## src/rtl/fp_mul_normround.sv

```systemverilog
// Post-multiply normalise / round / pack stage of the binary32 multiplier.
// Turns a raw 48-bit significand product into a packed result over a REQ/ACK handshake.
module fp_mul_normround (
    input  logic        CLK,
    input  logic        RST,
    input  logic        REQ,
    input  logic        SIGN,
    input  logic [7:0]  EXP1,
    input  logic [7:0]  EXP2,
    input  logic [48:0] PROD,
    output logic        ACK,
    output logic [31:0] DATAOUT,
    output logic [2:0]  EXC
);

    localparam logic [2:0] ST_IDLE  = 3'd0;
    localparam logic [2:0] ST_NORM  = 3'd1;
    localparam logic [2:0] ST_ROUND = 3'd2;
    localparam logic [2:0] ST_PACK  = 3'd3;
    localparam logic [2:0] ST_DONE  = 3'd4;

    localparam logic [2:0] EXC_NORMAL = 3'b000;
    localparam logic [2:0] EXC_ZERO   = 3'b001;
    localparam logic [2:0] EXC_UNDER  = 3'b010;
    localparam logic [2:0] EXC_OVER   = 3'b100;

    // Round-to-nearest-even increment decision from guard, sticky and LSB.
    function automatic logic f_round_inc(input logic g, input logic s, input logic lsb);
        f_round_inc = g & (s | lsb);
    endfunction

    // Unbiased-sum exponent in 10-bit two's complement; never wraps for 8-bit inputs.
    function automatic logic [9:0] f_exp_sum(input logic [7:0] e1, input logic [7:0] e2,
                                             input logic top_set);
        logic [9:0] bias;
        bias      = top_set ? 10'd126 : 10'd127;
        f_exp_sum = {2'b00, e1} + {2'b00, e2} - bias;
    endfunction

    logic [2:0]  r_state;
    logic        r_sign;
    logic [7:0]  r_exp1;
    logic [7:0]  r_exp2;
    logic [47:0] r_prod;
    logic [9:0]  r_exp;
    logic [23:0] r_mant;
    logic        r_g;
    logic        r_s;
    logic        r_ack;
    logic [31:0] r_dataout;
    logic [2:0]  r_exc;

    logic [2:0]  w_state_nxt;
    logic [9:0]  w_norm_exp;
    logic [23:0] w_norm_mant;
    logic        w_norm_g;
    logic        w_norm_s;
    logic [24:0] w_rnd_m25;
    logic [23:0] w_rnd_mant;
    logic [9:0]  w_rnd_exp;
    logic        w_exp_ovf;
    logic        w_exp_udf;
    logic [31:0] w_pack_data;
    logic [2:0]  w_pack_exc;
    logic        w_unused_prod48;

    // Bit 48 of the product is architecturally always zero.
    assign w_unused_prod48 = PROD[48];

    // Next-state logic for the handshake sequencer.
    always_comb begin
        w_state_nxt = r_state;
        case (r_state)
            ST_IDLE: begin
                if (REQ) begin
                    w_state_nxt = ST_NORM;
                end else begin
                    w_state_nxt = ST_IDLE;
                end
            end
            ST_NORM:  w_state_nxt = ST_ROUND;
            ST_ROUND: w_state_nxt = ST_PACK;
            ST_PACK:  w_state_nxt = ST_DONE;
            ST_DONE: begin
                if (REQ) begin
                    w_state_nxt = ST_DONE;
                end else begin
                    w_state_nxt = ST_IDLE;
                end
            end
            default:  w_state_nxt = ST_IDLE;
        endcase
    end

    // Normalisation: select the 24-bit window depending on whether the product carried into bit 47.
    always_comb begin
        w_norm_exp  = f_exp_sum(r_exp1, r_exp2, r_prod[47]);
        w_norm_mant = 24'd0;
        w_norm_g    = 1'b0;
        w_norm_s    = 1'b0;
        if (r_prod[47]) begin
            w_norm_mant = r_prod[47:24];
            w_norm_g    = r_prod[23];
            w_norm_s    = |r_prod[22:0];
        end else begin
            w_norm_mant = r_prod[46:23];
            w_norm_g    = r_prod[22];
            w_norm_s    = |r_prod[21:0];
        end
    end

    // Rounding; an all-ones mantissa that carries out renormalises to 1.0 with exponent + 1.
    always_comb begin
        w_rnd_m25  = {1'b0, r_mant} + {24'd0, f_round_inc(r_g, r_s, r_mant[0])};
        w_rnd_mant = w_rnd_m25[23:0];
        w_rnd_exp  = r_exp;
        if (w_rnd_m25[24]) begin
            w_rnd_mant = 24'h800000;
            w_rnd_exp  = r_exp + 10'd1;
        end else begin
            w_rnd_mant = w_rnd_m25[23:0];
            w_rnd_exp  = r_exp;
        end
    end

    assign w_exp_ovf = ($signed(r_exp) >= $signed(10'sd255));
    assign w_exp_udf = ($signed(r_exp) <= $signed(10'sd0));

    // Result packing with zero > overflow > underflow > normal priority.
    always_comb begin
        w_pack_data = 32'd0;
        w_pack_exc  = EXC_NORMAL;
        if (r_prod == 48'd0) begin
            w_pack_data = {r_sign, 31'd0};
            w_pack_exc  = EXC_ZERO;
        end else if (w_exp_ovf) begin
            w_pack_data = {r_sign, 8'hFF, 23'd0};
            w_pack_exc  = EXC_OVER;
        end else if (w_exp_udf) begin
            w_pack_data = {r_sign, 31'd0};
            w_pack_exc  = EXC_UNDER;
        end else begin
            w_pack_data = {r_sign, r_exp[7:0], r_mant[22:0]};
            w_pack_exc  = EXC_NORMAL;
        end
    end

    // State, datapath and output registers; reset discards any in-flight operation.
    always_ff @(posedge CLK) begin
        if (RST) begin
            r_state   <= ST_IDLE;
            r_sign    <= 1'b0;
            r_exp1    <= 8'd0;
            r_exp2    <= 8'd0;
            r_prod    <= 48'd0;
            r_exp     <= 10'd0;
            r_mant    <= 24'd0;
            r_g       <= 1'b0;
            r_s       <= 1'b0;
            r_ack     <= 1'b0;
            r_dataout <= 32'd0;
            r_exc     <= EXC_NORMAL;
        end else begin
            r_state <= w_state_nxt;
            case (r_state)
                ST_IDLE: begin
                    if (REQ) begin
                        r_sign <= SIGN;
                        r_exp1 <= EXP1;
                        r_exp2 <= EXP2;
                        r_prod <= PROD[47:0];
                    end
                end
                ST_NORM: begin
                    r_exp  <= w_norm_exp;
                    r_mant <= w_norm_mant;
                    r_g    <= w_norm_g;
                    r_s    <= w_norm_s;
                end
                ST_ROUND: begin
                    r_exp  <= w_rnd_exp;
                    r_mant <= w_rnd_mant;
                end
                ST_PACK: begin
                    r_dataout <= w_pack_data;
                    r_exc     <= w_pack_exc;
                    r_ack     <= 1'b1;
                end
                ST_DONE: begin
                    if (!REQ) begin
                        r_ack <= 1'b0;
                    end
                end
                default: begin
                    r_ack <= 1'b0;
                end
            endcase
        end
    end

    assign ACK     = r_ack;
    assign DATAOUT = r_dataout;
    assign EXC     = r_exc;

endmodule

```

## config.mk

```make
export PLATFORM = sky130hd
export DESIGN_NAME = fp_mul_normround
export DESIGN_NICKNAME = d
export VERILOG_FILES = /design/src/rtl/fp_mul_normround.sv
export SDC_FILE = /design/constraint.sdc
export NUM_CORES = 1
export LEC_CHECK = 0
export ABC_CLOCK_PERIOD_IN_PS = 2800
export CAP_MARGIN = 5
export CORE_MARGIN = 10
export CORE_UTILIZATION = 49
export CTS_CLUSTER_DIAMETER = 30
export DETAILED_ROUTE_END_ITERATION = 8
export GPL_ROUTABILITY_DRIVEN = 0
export PLACE_DENSITY = 0.84
export SLEW_MARGIN = 15
export SYNTH_ARGS = -nofsm -noshare
export SYNTH_HDL_FRONTEND = slang
export SYNTH_SLANG_ARGS = --single-unit
```

## constraint.sdc

```tcl
create_clock -name CLK -period 2.8 [get_ports CLK]
set_input_delay 0.42 -clock CLK [delete_from_list [all_inputs] [get_ports CLK]]
set_output_delay 0.42 -clock CLK [all_outputs]
set_load 0.05 [all_outputs]
```

* Yosys cells after proc, flatten, opt, wreduce, memory -nomap -nowiden
Cells that the tools add are included.
** Word-level totals
- Bits of input ports :: 69
- Register bits :: 140
- Output and inout bits :: 36
- Word-level logic and storage cells :: 55
** Cells by class
- Equal/unequal tests :: 6
- Bitwise logic cells :: 3
- Multiplexer cells :: 19
- $add $sub $neg :: 4
- Reduce and logical (&&, ||, !) cells :: 9
- $lt $le $gt $ge :: 2
** Operator list (count)
- 31-bit two-way mux :: 3
- 48-bit zero test :: 1
- 24-bit two-way mux :: 2
- 24-bit one-hot mux with 2 select lines :: 1
- 24-bit by 1-bit adder with 25-bit output :: 1
- 23-bit OR reduction :: 1
- 22-bit OR reduction :: 1
- 10-bit one-hot mux with 2 select lines :: 1
- 3-bit one-hot mux with 5 select lines :: 1
- 10-bit by 1-bit adder with 10-bit output, second input constant :: 1
- 10-bit by 9-bit >= comparator with 1-bit output, second input constant :: 1
- 10-bit by 1-bit <= comparator with 1-bit output, second input constant :: 1
- 10-bit two-way mux :: 1
- 9-bit by 7-bit subtractor with 10-bit output :: 1
- 8-bit by 8-bit adder with 9-bit output :: 1
- 3-bit two-way mux :: 3
- 3-bit by 2-bit equality test with 1-bit output, second input constant :: 2
- 2-bit AND reduction :: 3
- 1-bit two-way mux :: 5
- 2-bit inequality test, second input constant :: 2
- 3-bit by 1-bit equality test with 1-bit output, second input constant :: 1
- 3-bit equality test, second input constant :: 1
- 3-bit zero test :: 1
- 1-bit one-hot mux with 3 select lines :: 1
- other kinds (6) :: 6

* Logic depth before layout (Yosys ltp)
Gate-level depths: netlist of the first run.
- Depth in word-level cells :: 5
- Mapped depth :: 13
- Depth with buffers taken out :: 11

* Least setup slack after synthesis of the first run
No wires, ideal clock.
- Kind :: reg2reg
- Start :: reg r_prod[47]
- End :: reg r_exp[8]
- Path slack :: -0.008 ns
- Period minus slack after synthesis :: 2.808 ns
- Setup time :: 0.074 ns
- Arrival :: 2.734 ns
- Data required time :: 2.726 ns
- Path buffers :: 2
- Stages on the path, launching flop included :: 14
- Cell sequence :: dfxtp_1 buf_2 buf_1 inv_1 ha_1 inv_1 ha_1 fa_1 nand3_1 nand2_1 a311oi_1 xnor2_1 nand2_1 a31oi_1
** Between the ends
- Cells in the longest elaborated chain, start to end :: 3
** RTL lines
- start, declared :: line 44 : logic [47:0] r_prod;
- start signal, assigned :: line 171 : r_prod <= PROD[47:0];
- 1-bit two-way mux :: line 36 : bias = top_set ? 10'd126 : 10'd127;
- 9-bit by 7-bit subtractor with 10-bit output :: line 37 : f_exp_sum = {2'b00, e1} + {2'b00, e2} - bias;
- 10-bit one-hot mux with 2 select lines :: line 165 : case (r_state)
- end signal, assigned :: line 175 : r_exp <= w_norm_exp;
- end signal, assigned :: line 181 : r_exp <= w_rnd_exp;
- end, declared :: line 45 : logic [9:0] r_exp;
Every way passes these cells.
A chain may end at the register's enable or synchronous reset.

* Worst setup path after layout of the first run
- Start :: reg r_prod[24]
- End :: reg r_dataout[18], in the netlist DATAOUT[18]
** Between the ends
- Cells in the longest elaborated chain, start to end :: 2
** RTL lines
- 48-bit zero test :: line 133 : if (r_prod == 48'd0) begin
- 31-bit two-way mux :: line 133
- end signal, assigned :: line 185 : r_dataout <= w_pack_data;
- end, declared :: line 50 : logic [31:0] r_dataout;
Every way passes these cells.

==> results.md, run 1 <==
## Status
- status: complete, no violations

## Drt
- routed wirelength normalized by instance count: 15.6 µm
- Vias: 5965
- via/cell ratio: 5.64
- number of detailed-routing iterations run before antenna repair: 5
- initial drt markers: 446
- final wirelength: 16500 µm
- DRC viols: 0
- number of antenna-violating nets in the routed design: 0

## Synthesis
- yosys synthesis warning count: 0
- area share of the largest cell type after synthesis: 42.9%
- cell taking the most area after synthesis: sky130_fd_sc_hd__dfxtp_1
- flip-flop and latch count after synthesis: 140
- average size of a mapped cell: 8.25 µm²
- leading cell types by total area after synthesis: sky130_fd_sc_hd__dfxtp_1 (43%), sky130_fd_sc_hd__nand2_1 (9.5%), sky130_fd_sc_hd__a21oi_1 (8.5%)
- synth unique cells: 63
- post-synthesis sequential area ratio: 42.9%
- FFs w/ async S/R, synth: 0%
- Mapped Nets: 882
- number of cells produced by synthesis: 792
- most used flip-flop cell after synthesis: sky130_fd_sc_hd__dfxtp_1
- number of enable flip-flop cells after synthesis: 0
- area of the mapped netlist: 6530 µm²

## Final layout
- share of layout cells above drive strength 1: 7.26%
- area grow syn2layout: 25.5%
- number of fill cells: 1124
- most common cell after layout, fill and taps aside: sky130_fd_sc_hd__nand2_1
- commonest non-fill, non-tap cells in the layout: sky130_fd_sc_hd__nand2_1 (166), sky130_fd_sc_hd__dfxtp_1 (140), sky130_fd_sc_hd__a21oi_1 (111), sky130_fd_sc_hd__clkdlybuf4s50_1 (102), sky130_fd_sc_hd__nor2_1 (39)
- Inserted Diodes: 0
- final layout net count: 961

## Clock tree
- cts hold-fix bufs: 0
- clock buffer depth: 2
- clock tree from TritonCTS: yes
- CTS H-tree depth: 4
- insertion delay of the later-clocked pin in the worst-skew pair: 420 ps
- number of buffers added for setup after CTS: 0
- root buffer selected by CTS: sky130_fd_sc_hd__clkbuf_16
- clock-pin slew on the worst setup and hold paths: 60 ps
- Clock Sink Count: 140
- PostCTS Resize Cnt: 0
- CTS Buf Count: 17

## Critical path
- critical path startpoint category: flop
- Worst Setup End Kind: flop
- cells along the critical path: nor4_1 > nand4_1 > nor4_1 > nor4b_2 > and2b_4 > a22o_1
- critical path fanouts, max: 23
- library cell contributing the largest single delay on the critical path: sky130_fd_sc_hd__nor4_1
- longest individual stage delay on the worst path: 710 ps
- type of the setup path with the least slack: flop to flop
- crit-path most repeated cell: sky130_fd_sc_hd__nor4_1
- Arrival @ worst endpoint: 2800 ps
- worst r2r path cells: 6
- data required time of the worst path: 3110 ps

## STA
- worst setup slack after layout: 314 ps
- final total negative setup slack: 0 ps
- count of endpoints failing setup in the final report: 0
- Tmin final: 2490 ps
- period utilization: 88.8%
- Clock Skew: 7.15 ps
- highest clock rate: 402 MHz
- RSZ-0062 raised after global routing: no
- Final Hold Fails: 0
- slew at the pin with the worst max-slew slack: 811 ps
- number of pins with negative max-slew slack in the final report: 0
- tightest slew margin relative to the limit: 45.5%

## Global routing
- pin count of the biggest net entering global routing: 66
- final global-route overflow total: 0
- number of global-route vias before repair: 5599
- All-Layer GR Usage: 18.1%
- number of antenna violations at the first check in global routing: 0
- first-pass GRT wire length: 27200 µm

## Floorplanning
- number of I/O pins: 105
- starting utilization of the core area: 49.7%
- chip height: 135 µm
- die boundary width: 135 µm
- Core Area: 13100 µm²
- Die Outline Area: 18300 µm²
- number of rows created at floorplan: 42

## Worst hold path
- depth of the worst hold-timing path: 2
- worst min-delay path class: primary input to flop

## Placement
- count of port buffers added during placement: 103
- pre-CTS setup slack: 359 ps
- HPWL after detailed placement: 11700 µm

## Power and ir drop
- Clock Power Share: 38.6%
- Gate power share: 17.4%
- switching portion of total power: 28.1%
- static leakage power: 3.07 nW
- net switching power of the design: 1.47 mW
- Power per Cell Area: 637 nW/µm²
- largest voltage drop on the vdd net: 413 µV
- proportion of power drawn by flip-flops and latches: 44.0%
- internal power contribution: 3.75 mW

## Flow run
- max capacitance violation total: 0

==> power by group through the flow <==
stage / registers (mW) / clock network, mW / logic, mW
3_3_place_gp: 2.33 / 0 / 0.872
6_report: 2.30 / 2.01 / 0.910
3_5_place_dp: 2.34 / 0 / 0.891
5_1_grt: 2.32 / 2.13 / 1.02
4_1_cts: 2.29 / 2.04 / 0.905
2_1_floorplan: 2.30 / 0 / 0.633
==> area by class of cell <==
| class | instances | area (µm²) | area share (%) |
|---|---|---|---|
| clock inverter | 9 | 73.8 | 0.901 |
| multi-input combinational | 579 | 3440 | 42.0 |
| clock buffer | 21 | 450 | 5.50 |
| inverter | 16 | 60.1 | 0.733 |
| timing repair buffer | 117 | 1150 | 14.0 |
| tap | 176 | 220 | 2.69 |
| sequential | 140 | 2800 | 34.2 |
==> worst paths after layout <==
path,from,end,slack (ps)
max,r_prod[24]$_SDFFE_PP0P_,DATAOUT[18]$_SDFFE_PP0P_,310
min,RST,r_exp[4]$_SDFFE_PP0P_,350
max reg2reg,r_prod[24]$_SDFFE_PP0P_,DATAOUT[18]$_SDFFE_PP0P_,310
min reg2reg,r_prod[6]$_SDFFE_PP0P_,r_prod[6]$_SDFFE_PP0P_,450
==> registers in the layout (all words and copies together), names as in the netlist <==
name     count
r_g          1
r_sign       1
r_prod      48
r_mant      24
r_exp2       8
DATAOUT     32
EXC          3
ACK          1
r_s          1
r_exp       10
r_exp1       8
r_state      3
==> critical path: cells and delay by family (launching register included) <==
family / cells / cell delay, ps
compound gates: 1 / 200
flops: 1 / 330
simple gates: 5 / 1840
==> cells in the mapped netlist, drive strengths merged (7+ instances only) <==
cell / number
a21oi: 111
a221o: 9
a22o: 23
and3: 7
buf: 15
clkbuf: 42
dfxtp: 140
ha: 20
inv: 16
mux2i: 18
nand2: 166
nand3: 19
nand4: 12
nor2: 40
nor3: 21
nor4: 19
o21ai: 17
xor2: 7
==> layer usage <==
metal | share of wire [%] | wire length [µm] | GRT usage [%]
met1 | 45 | 7360 | 23.0
met2 | 43 | 7180 | 26.8
met3 | 9.5 | 1570 | 6.97
met4 | 2.4 | 393 | 7.83
met5 | 0 | 0 | 0
==> metrics by stage <==
step	power (mW)	hold WS [ps]	util, %	area (µm²)	std cells
detailed placement	3.23	448	58.4	7670	1028
finish	5.22	351	62.4	8200	1058
global placement	3.20	438	58.4	7670	1028
global route	5.47	353	62.4	8200	1058
CTS	5.24	331	62.4	8190	1058
floorplan	2.93	436	-	6530	792
==> cell families after synthesis <==
logic type / count (synthesis) / synth area share, %
buffers and inverters: 73 / 4.58
AOI/OAI and AO/OA: 205 / 20.0
DFF: 140 / 42.9
xor gates and xnor gates: 13 / 1.74
and+or+nand+nor: 316 / 22.9
muxes: 24 / 3.79
adders and majority gates: 21 / 4.14
Power figures use the tool's default switching activity.
==> run 2: changes to the inputs <==
- PLACE_DENSITY: 0.84 -> 0.87
- RECOVER_POWER: default -> 100
==> run 2 against run 1 <==
Compared with the run above:
- die area is the same
- register-to-register slack worse by 40 ps
- largest cell class unchanged
- via count grew 1.7%
- highest routed layer unchanged
- the flow now finishes with violations (max-capacitance violations, max-slew violations)
==> results.md, run 2 (synthesized netlist as in run 1, its figures left out) <==
## Critical path
- FF-to-FF setup slack: 280 ps
- crit-path most repeated cell: sky130_fd_sc_hd__ha_1
- worst r2r dst: r_exp[8]$_SDFFE_PP0P_
- library cell contributing the largest single delay on the critical path: sky130_fd_sc_hd__or4_1
- critical path startpoint category: flop
- type of the setup path with the least slack: flop to flop
- longest individual stage delay on the worst path: 430 ps
- Arrival @ worst endpoint: 2840 ps
- worst r2r path cells: 10
- Reg2Reg Launch Point: r_mant[0]$_SDFFE_PP0P_
- Worst Setup End Kind: flop
- data required time of the worst path: 3120 ps
- cells along the critical path: o21a_1 > ha_1 > ha_1 > and3_1 > buf_4 > nand4_1 > nor2_1 > nand2_1 > or4_1 > a31oi_1
- critical path fanouts, max: 5

## Status
- status: complete, but fails checks
- violated checks: max-capacitance violations, max-slew violations

## Power and ir drop
- Clock Power Share: 44.3%
- Power per Cell Area: 693 nW/µm²
- static leakage power: 3.24 nW
- largest voltage drop on the vdd net: 388 µV
- internal power contribution: 4.25 mW
- proportion of power drawn by flip-flops and latches: 39.9%
- switching portion of total power: 26.4%
- Gate power share: 15.8%
- net switching power of the design: 1.52 mW
- total design power: 5.77 mW

## Floorplanning
- die boundary width: 135 µm
- Die Outline Area: 18300 µm²
- number of rows created at floorplan: 42
- chip height: 135 µm
- Core Area: 13100 µm²
- starting utilization of the core area: 49.7%
- number of I/O pins: 105

## STA
- Clock Skew: 6.11 ps
- RSZ-0062 raised after global routing: no
- worst setup slack after layout: 279 ps
- number of pins with negative max-slew slack in the final report: 85
- tightest slew margin relative to the limit: -15.1%
- final total negative setup slack: 0 ps
- period utilization: 90.0%
- highest clock rate: 397 MHz
- Final Hold Fails: 0
- count of endpoints failing setup in the final report: 0
- Tmin final: 2520 ps
- slew at the pin with the worst max-slew slack: 1730 ps

## Worst hold path
- end point of the worst hold path: r_exp1[7]$_SDFFE_PP0P_
- Worst Hold Launch: r_exp1[7]$_SDFFE_PP0P_
- worst min-delay path class: flop to flop
- depth of the worst hold-timing path: 2

## Global routing
- pin count of the biggest net entering global routing: 85
- final global-route overflow total: 0
- first-pass GRT wire length: 27800 µm
- All-Layer GR Usage: 18.5%
- number of antenna violations at the first check in global routing: 0
- number of global-route vias before repair: 5687

## Final layout
- commonest non-fill, non-tap cells in the layout: sky130_fd_sc_hd__nand2_1 (166), sky130_fd_sc_hd__dfxtp_1 (140), sky130_fd_sc_hd__a21oi_1 (111), sky130_fd_sc_hd__clkdlybuf4s50_1 (66), sky130_fd_sc_hd__nor2_1 (39)
- combined area of the multi-input logic cells: 3420 µm²
- final layout net count: 961
- Reg with most FFs: r_prod
- number of fill cells: 1114
- area occupied by registers: 2800 µm²
- max reg flops: 48
- Inserted Diodes: 0
- share of layout cells above drive strength 1: 7.13%
- area grow syn2layout: 27.5%
- most common cell after layout, fill and taps aside: sky130_fd_sc_hd__nand2_1

## Drt
- initial drt markers: 626
- routed wirelength normalized by instance count: 16.1 µm
- number of detailed-routing iterations run before antenna repair: 6
- via/cell ratio: 5.72
- final wirelength: 17100 µm
- Vias: 6067
- DRC viols: 0
- number of antenna-violating nets in the routed design: 0

## Placement
- HPWL after detailed placement: 11900 µm
- pre-CTS setup slack: 416 ps
- count of port buffers added during placement: 103

## Clock tree
- cts hold-fix bufs: 0
- clock tree from TritonCTS: yes
- clock-pin slew on the worst setup and hold paths: 60 ps
- PostCTS Resize Cnt: 0
- clock buffer depth: 2
- insertion delay of the later-clocked pin in the worst-skew pair: 420 ps
- CTS H-tree depth: 4
- Clock Sink Count: 140
- number of buffers added for setup after CTS: 0
- CTS Buf Count: 17
- root buffer selected by CTS: sky130_fd_sc_hd__clkbuf_16

## Flow run
- max capacitance violation total: 1

## run 2: worst max-delay path: cells and delay by family (launching register included)
family                     cells  cell delay, ps
AOI/OAI and AO/OA              2             300
adders and majority gates      2             360
buffers and inverters          1             140
DFF                            1             380
and+or+nand+nor                5            1230
## run 2: stage by stage
| stage | instance area, µm² | hold WS, ps | instances | utilization [%] |
|---|---|---|---|---|
| 3_5_place_dp | 7680 | 448 | 1028 | 58.5 |
| 6_report | 8330 | 455 | 1060 | 63.4 |
| 2_1_floorplan | 6530 | 436 | 792 | - |
| 5_1_grt | 8330 | 467 | 1060 | 63.4 |
| 3_3_place_gp | 7680 | 437 | 1028 | 58.5 |
| 4_1_cts | 8360 | 365 | 1060 | 63.6 |
## run 2: power groups by stage
stage	clock [mW]	combinational (mW)	sequential (mW)
3_5_place_dp	0	0.897	2.34
5_1_grt	2.68	1.02	2.32
6_report	2.56	0.912	2.30
3_3_place_gp	0	0.874	2.33
2_1_floorplan	0	0.633	2.30
4_1_cts	2.59	0.909	2.30
## run 2: cell type report
class / count / share of cell area, %
well taps: 176 / 2.64
inverters: 16 / 0.721
clock buffers: 22 / 5.57
clock inverters: 10 / 2.52
flip-flops and latches: 140 / 33.7
repair buffers: 117 / 13.8
multi-input cells: 579 / 41.1
## run 2: metal layers
metal | vias up | global-route usage, % | wire, µm
li1 | 2996 | - | -
met1 | 2773 | 23.2 | 7590
met2 | 260 | 28.6 | 7490
met3 | 38 | 6.42 | 1650
met4 | 0 | 7.60 | 384
met5 | - | 0 | 0
## run 2: how the worst max path moves through the flow
| stage | startpoint | end | cells after the start |
|---|---|---|---|
| floorplan | r_prod[47]$_SDFFE_PP0P_ | r_exp[8]$_SDFFE_PP0P_ | 13 |
| global placement | r_prod[47]$_SDFFE_PP0P_ | r_exp[8]$_SDFFE_PP0P_ | 11 |
| detailed placement | r_prod[47]$_SDFFE_PP0P_ | r_exp[8]$_SDFFE_PP0P_ | 11 |
| CTS | r_mant[0]$_SDFFE_PP0P_ | r_mant[1]$_SDFFE_PP0P_ | 9 |
| global route | r_mant[0]$_SDFFE_PP0P_ | r_exp[8]$_SDFFE_PP0P_ | 10 |
| finish | r_mant[0]$_SDFFE_PP0P_ | r_exp[8]$_SDFFE_PP0P_ | 10 |
==> run 3: changes to the inputs <==
- CORE_MARGIN: 10 -> 2
==> run 3 against run 2 <==
Compared with the run above:
- the flow now finishes without violations
- final area is 1.1% lower
- routed wire length is 7.9% lower
- core utilization is 0.68 points lower
- die area is 22% lower
- largest power group is now sequential cells
- highest routed layer unchanged
- maximum frequency is 1.5% lower
- clock-buffer cell count is 1 lower
- register-to-register slack worse by 40 ps
- critical endpoint is now DATAOUT[22]$_SDFFE_PP0P_
- final cell count is 0.38% lower
==> results.md, run 3 (synthesized netlist as in run 1, its figures left out) <==
## Drt
- routed wirelength normalized by instance count: 14.9 µm
- final wirelength: 15800 µm
- DRC viols: 0
- Vias: 5898
- number of antenna-violating nets in the routed design: 0
- via/cell ratio: 5.59
- initial drt markers: 444
- number of detailed-routing iterations run before antenna repair: 5

## Clock tree
- CTS H-tree depth: 4
- PostCTS Resize Cnt: 0
- insertion delay of the later-clocked pin in the worst-skew pair: 420 ps
- root buffer selected by CTS: sky130_fd_sc_hd__clkbuf_16
- number of buffers added for setup after CTS: 0
- CTS Buf Count: 17
- cts hold-fix bufs: 0
- clock-pin slew on the worst setup and hold paths: 50 ps
- clock tree from TritonCTS: yes
- Clock Sink Count: 140
- clock buffer depth: 2

## STA
- number of pins with negative max-slew slack in the final report: 0
- worst hold slack: 452 ps
- Final Hold Fails: 0
- highest clock rate: 391 MHz
- Clock Skew: 9.46 ps
- period utilization: 91.4%
- final total negative setup slack: 0 ps
- tightest slew margin relative to the limit: 16.4%
- slew at the pin with the worst max-slew slack: 1250 ps
- Tmin final: 2560 ps
- count of endpoints failing setup in the final report: 0
- RSZ-0062 raised after global routing: no

## Final layout
- Reg with most FFs: r_prod
- non-filler instance count after layout: 1056
- area grow syn2layout: 26.1%
- Inserted Diodes: 0
- final layout net count: 960
- post-route cell area: 8240 µm²
- commonest non-fill, non-tap cells in the layout: sky130_fd_sc_hd__nand2_1 (166), sky130_fd_sc_hd__dfxtp_1 (140), sky130_fd_sc_hd__a21oi_1 (111), sky130_fd_sc_hd__clkdlybuf4s50_1 (66), sky130_fd_sc_hd__nor2_1 (39)
- share of layout cells above drive strength 1: 6.70%
- most common cell after layout, fill and taps aside: sky130_fd_sc_hd__nand2_1
- max reg flops: 48

## Critical path
- Arrival @ worst endpoint: 2870 ps
- critical path startpoint category: flop
- data required time of the worst path: 3110 ps
- critical path fanouts, max: 28
- type of the setup path with the least slack: flop to flop
- Worst Setup End Kind: flop

## Placement
- count of port buffers added during placement: 103
- Cell Count Post-Placement: 1027
- DP Area: 7670 µm²
- HPWL after detailed placement: 10900 µm

## Global routing
- pin count of the biggest net entering global routing: 66
- number of global-route vias before repair: 5484
- All-Layer GR Usage: 22.6%
- number of antenna violations at the first check in global routing: 0
- first-pass GRT wire length: 26200 µm
- final global-route overflow total: 0

## Power and ir drop
- static leakage power: 3.20 nW
- total design power: 5.50 mW
- largest voltage drop on the vdd net: 451 µV
- Power per Cell Area: 668 nW/µm²

## Worst hold path
- worst min-delay path class: flop to flop

## Floorplanning
- starting utilization of the core area: 49.7%
- chip height: 119 µm
- die boundary width: 119 µm
- number of rows created at floorplan: 42
- Die Outline Area: 14300 µm²
- Core Area: 13100 µm²
- number of I/O pins: 105

## Status
- status: complete, no violations

## Flow run
- max capacitance violation total: 0

## run 3: cell count changes in the layout (fill, tap and decap cells not counted), sizes merged
cell / delta
bufinv: -2
buf: -2
clkinv: +1
inv: -1
## run 3: final cells by class
type | count | area (µm²)
Multi-Input combinational cell | 579 | 3420
Sequential cell | 140 | 2800
Timing Repair Buffer | 116 | 1140
Inverter | 16 | 60.1
Clock buffer | 21 | 460
Tap cell | 176 | 220
Fill cell | 1139 | 4900
Clock inverter | 8 | 143
## run 3: per-stage QoR
| step | util, % | setup slack (ps) |
|---|---|---|
| floorplan | - | 173 |
| global placement | 58.4 | 505 |
| detailed placement | 58.4 | 405 |
| CTS | 63.0 | 361 |
| global route | 62.7 | 116 |
| finish | 62.7 | 240 |
## run 3: report_power, final
part,switching [mW],internal (mW)
sequential,0.158,2.14
combinational,0.515,0.387
clock,0.783,1.52
total,1.46,4.05
## run 3: critical path, stage by stage, from the launching register on
cell,delay [ps]
sky130_fd_sc_hd__dfxtp_1,310
sky130_fd_sc_hd__clkbuf_2,430
sky130_fd_sc_hd__nor2_1,300
sky130_fd_sc_hd__nand4_1,140
sky130_fd_sc_hd__nor4_1,340
sky130_fd_sc_hd__buf_4,210
sky130_fd_sc_hd__nor4b_2,50
sky130_fd_sc_hd__buf_4,220
sky130_fd_sc_hd__and2b_4,250
sky130_fd_sc_hd__a22o_1,200
## run 3: routing by layer
| metal | share of wire (%) | wire length [µm] | global-route usage, % | vias to the layer above |
|---|---|---|---|---|
| li1 | - | - | - | 2981 |
| met1 | 47 | 7440 | 30.9 | 2703 |
| met2 | 45 | 7020 | 34.5 | 192 |
| met3 | 6.9 | 1090 | 5.75 | 22 |
| met4 | 1.3 | 204 | 8.24 | 0 |
| met5 | 0 | 0 | 0 | - |
## run 3: final timing paths
check	startpoint	to	slack, ps	cells past startpoint
max reg2reg	r_prod[47]$_SDFFE_PP0P_	DATAOUT[22]$_SDFFE_PP0P_	240	9
min reg2reg	r_prod[6]$_SDFFE_PP0P_	r_prod[6]$_SDFFE_PP0P_	450	2
min	r_prod[6]$_SDFFE_PP0P_	r_prod[6]$_SDFFE_PP0P_	450	2
max	r_prod[47]$_SDFFE_PP0P_	DATAOUT[22]$_SDFFE_PP0P_	240	9
==> variant: new RTL, config.mk and constraints of run 1 <==
Reset style: asynchronous (`RST`), changed in one clocked block.
--- a/src/rtl/fp_mul_normround.sv
+++ b/src/rtl/fp_mul_normround.sv
@@ -147,5 +147,5 @@
 
     // State, datapath and output registers; reset discards any in-flight operation.
-    always_ff @(posedge CLK) begin
+    always_ff @(posedge CLK or posedge RST) begin
         if (RST) begin
             r_state   <= ST_IDLE;
Formal check against the unedited RTL: differs if RST is asserted again (counterexample within 10 cycles, from zero or initial values and one cycle with RST high); with RST held inactive, the same outputs for 10 cycles.
==> variant against run 1 <==
- sequential cell count unchanged
- synthesized area up 5.3%
- wire length increased by 8.8%
- utilization up 1.8 points
- final area is 8.2% higher
- worst setup slack got worse by 0.18 ns
- largest cell class is now flip-flops and latches
- clock skew about the same
Power is not compared: it rests on default switching activity, and its combinational part moved more than twofold at a synthesized area within 25%.
==> variant: results (changes against run 1) <==
slowest CP cell dfrtp_1; Hold Slack 0.424 ns (+0.0731 ns); Critical R2R Capture r_exp[5]; routed vias 5538 (-7.2%); cell types with the largest area share after synthesis dfrtp_1 (51%), mux2_2 (11%), ha_1 (3.6%); placed instance area 8190 um^2 (+6.9%); overall global routing resource usage 18.2% (+0.051 points); total number of nets in the final design 803 (-16%); Post-Synth Adder-Cell Area 3.93% (-0.21 points); run status completed; cell count after placement 871 (-15%); share of the synthesized area in compound gates (AO/OA/AOI/OAI) 14.9% (-5.1 points); part of the Yosys area used for sequential elements 50.9% (+8.0 points); setup slack of the most critical reg-to-reg path 0.13 ns (-0.18 ns); Slew HR 41.0% (-4.5 points); worst endpoint data arrival time 2.96 ns (+0.16 ns); Post-synth top flop dfrtp_1; initial drt markers 515 (+15%); routed len/inst 19.8 um (+27%); xor-xnor portion of the synthesized cell area 1.27% (-0.47 points); number of inserted filler cells in the final layout 981 (-13%); critical register-to-register path startpoint r_mant[0]; number of global-route vias before repair 5786 (+3.3%); type of the worst min-delay path in -> async; ratio of cells with drive above 1 in the final layout 18.6% (+11 points); critical path's largest stage delay 0.39 ns (-0.32 ns)
variant: cell count changes in the layout (fill, tap and decap cells not counted), moves of 10 or more:
cell,delta
a21oi_1,-90
dfrtp_1,+140
o21ai_0,+17
nor3_1,-14
nor2_1,-10
mux2_2,+62
dfxtp_1,-140
nand2_1,-133
variant: cell families after synthesis:
kind of cell	after synthesis
and+or+nand+nor	151
xor gates and xnor gates	10
adders and majority gates	21
buffers and inverters	48
DFF	140
AOI/OAI and AO/OA	142
muxes	89
variant: layout make-up:
type / instances / area, um^2 / area share [%]
Multi-Input combinational cell: 413 / 3220 / 36.4
Clock buffer: 20 / 467 / 5.26
Inverter: 19 / 75.1 / 0.846
Tap cell: 180 / 225 / 2.54
Timing Repair Buffer: 122 / 1210 / 13.7
Clock inverter: 11 / 164 / 1.85
Sequential cell: 140 / 3500 / 39.5
variant: per-layer routing:
metal / part of all wire, % / vias to the layer above / routed length, um / GRT usage (%)
li1: - / 2505 / - / -
met1: 41 / 2736 / 7400 / 21.6
met2: 48 / 264 / 8550 / 29.4
met3: 9.6 / 33 / 1730 / 7.23
met4: 1.5 / 0 / 264 / 6.05
met5: 0 / - / 0 / 0
variant: worst max path at each step:
stage / startpoint / endpoint / slack, ns / cells past startpoint
after floorplan: r_prod[47] / r_exp[8] / 0.02 / 12
after global placement: r_mant[0] / r_mant[2] / 0.14 / 8
after detailed placement: r_mant[0] / r_mant[18] / -0.04 / 8
after CTS: r_mant[0] / r_exp[4] / 0.01 / 7
after global routing: r_mant[0] / r_exp[5] / -0.0004 / 10
final: r_mant[0] / r_exp[5] / 0.13 / 10
variant: power by group:
part	leakage [nW]	switching (mW)	internal, mW
logic	1.72	3.33	2.57
clock network	0.308	0.823	1.55
registers	1.72	0.969	3.02
total	3.74	5.12	7.14
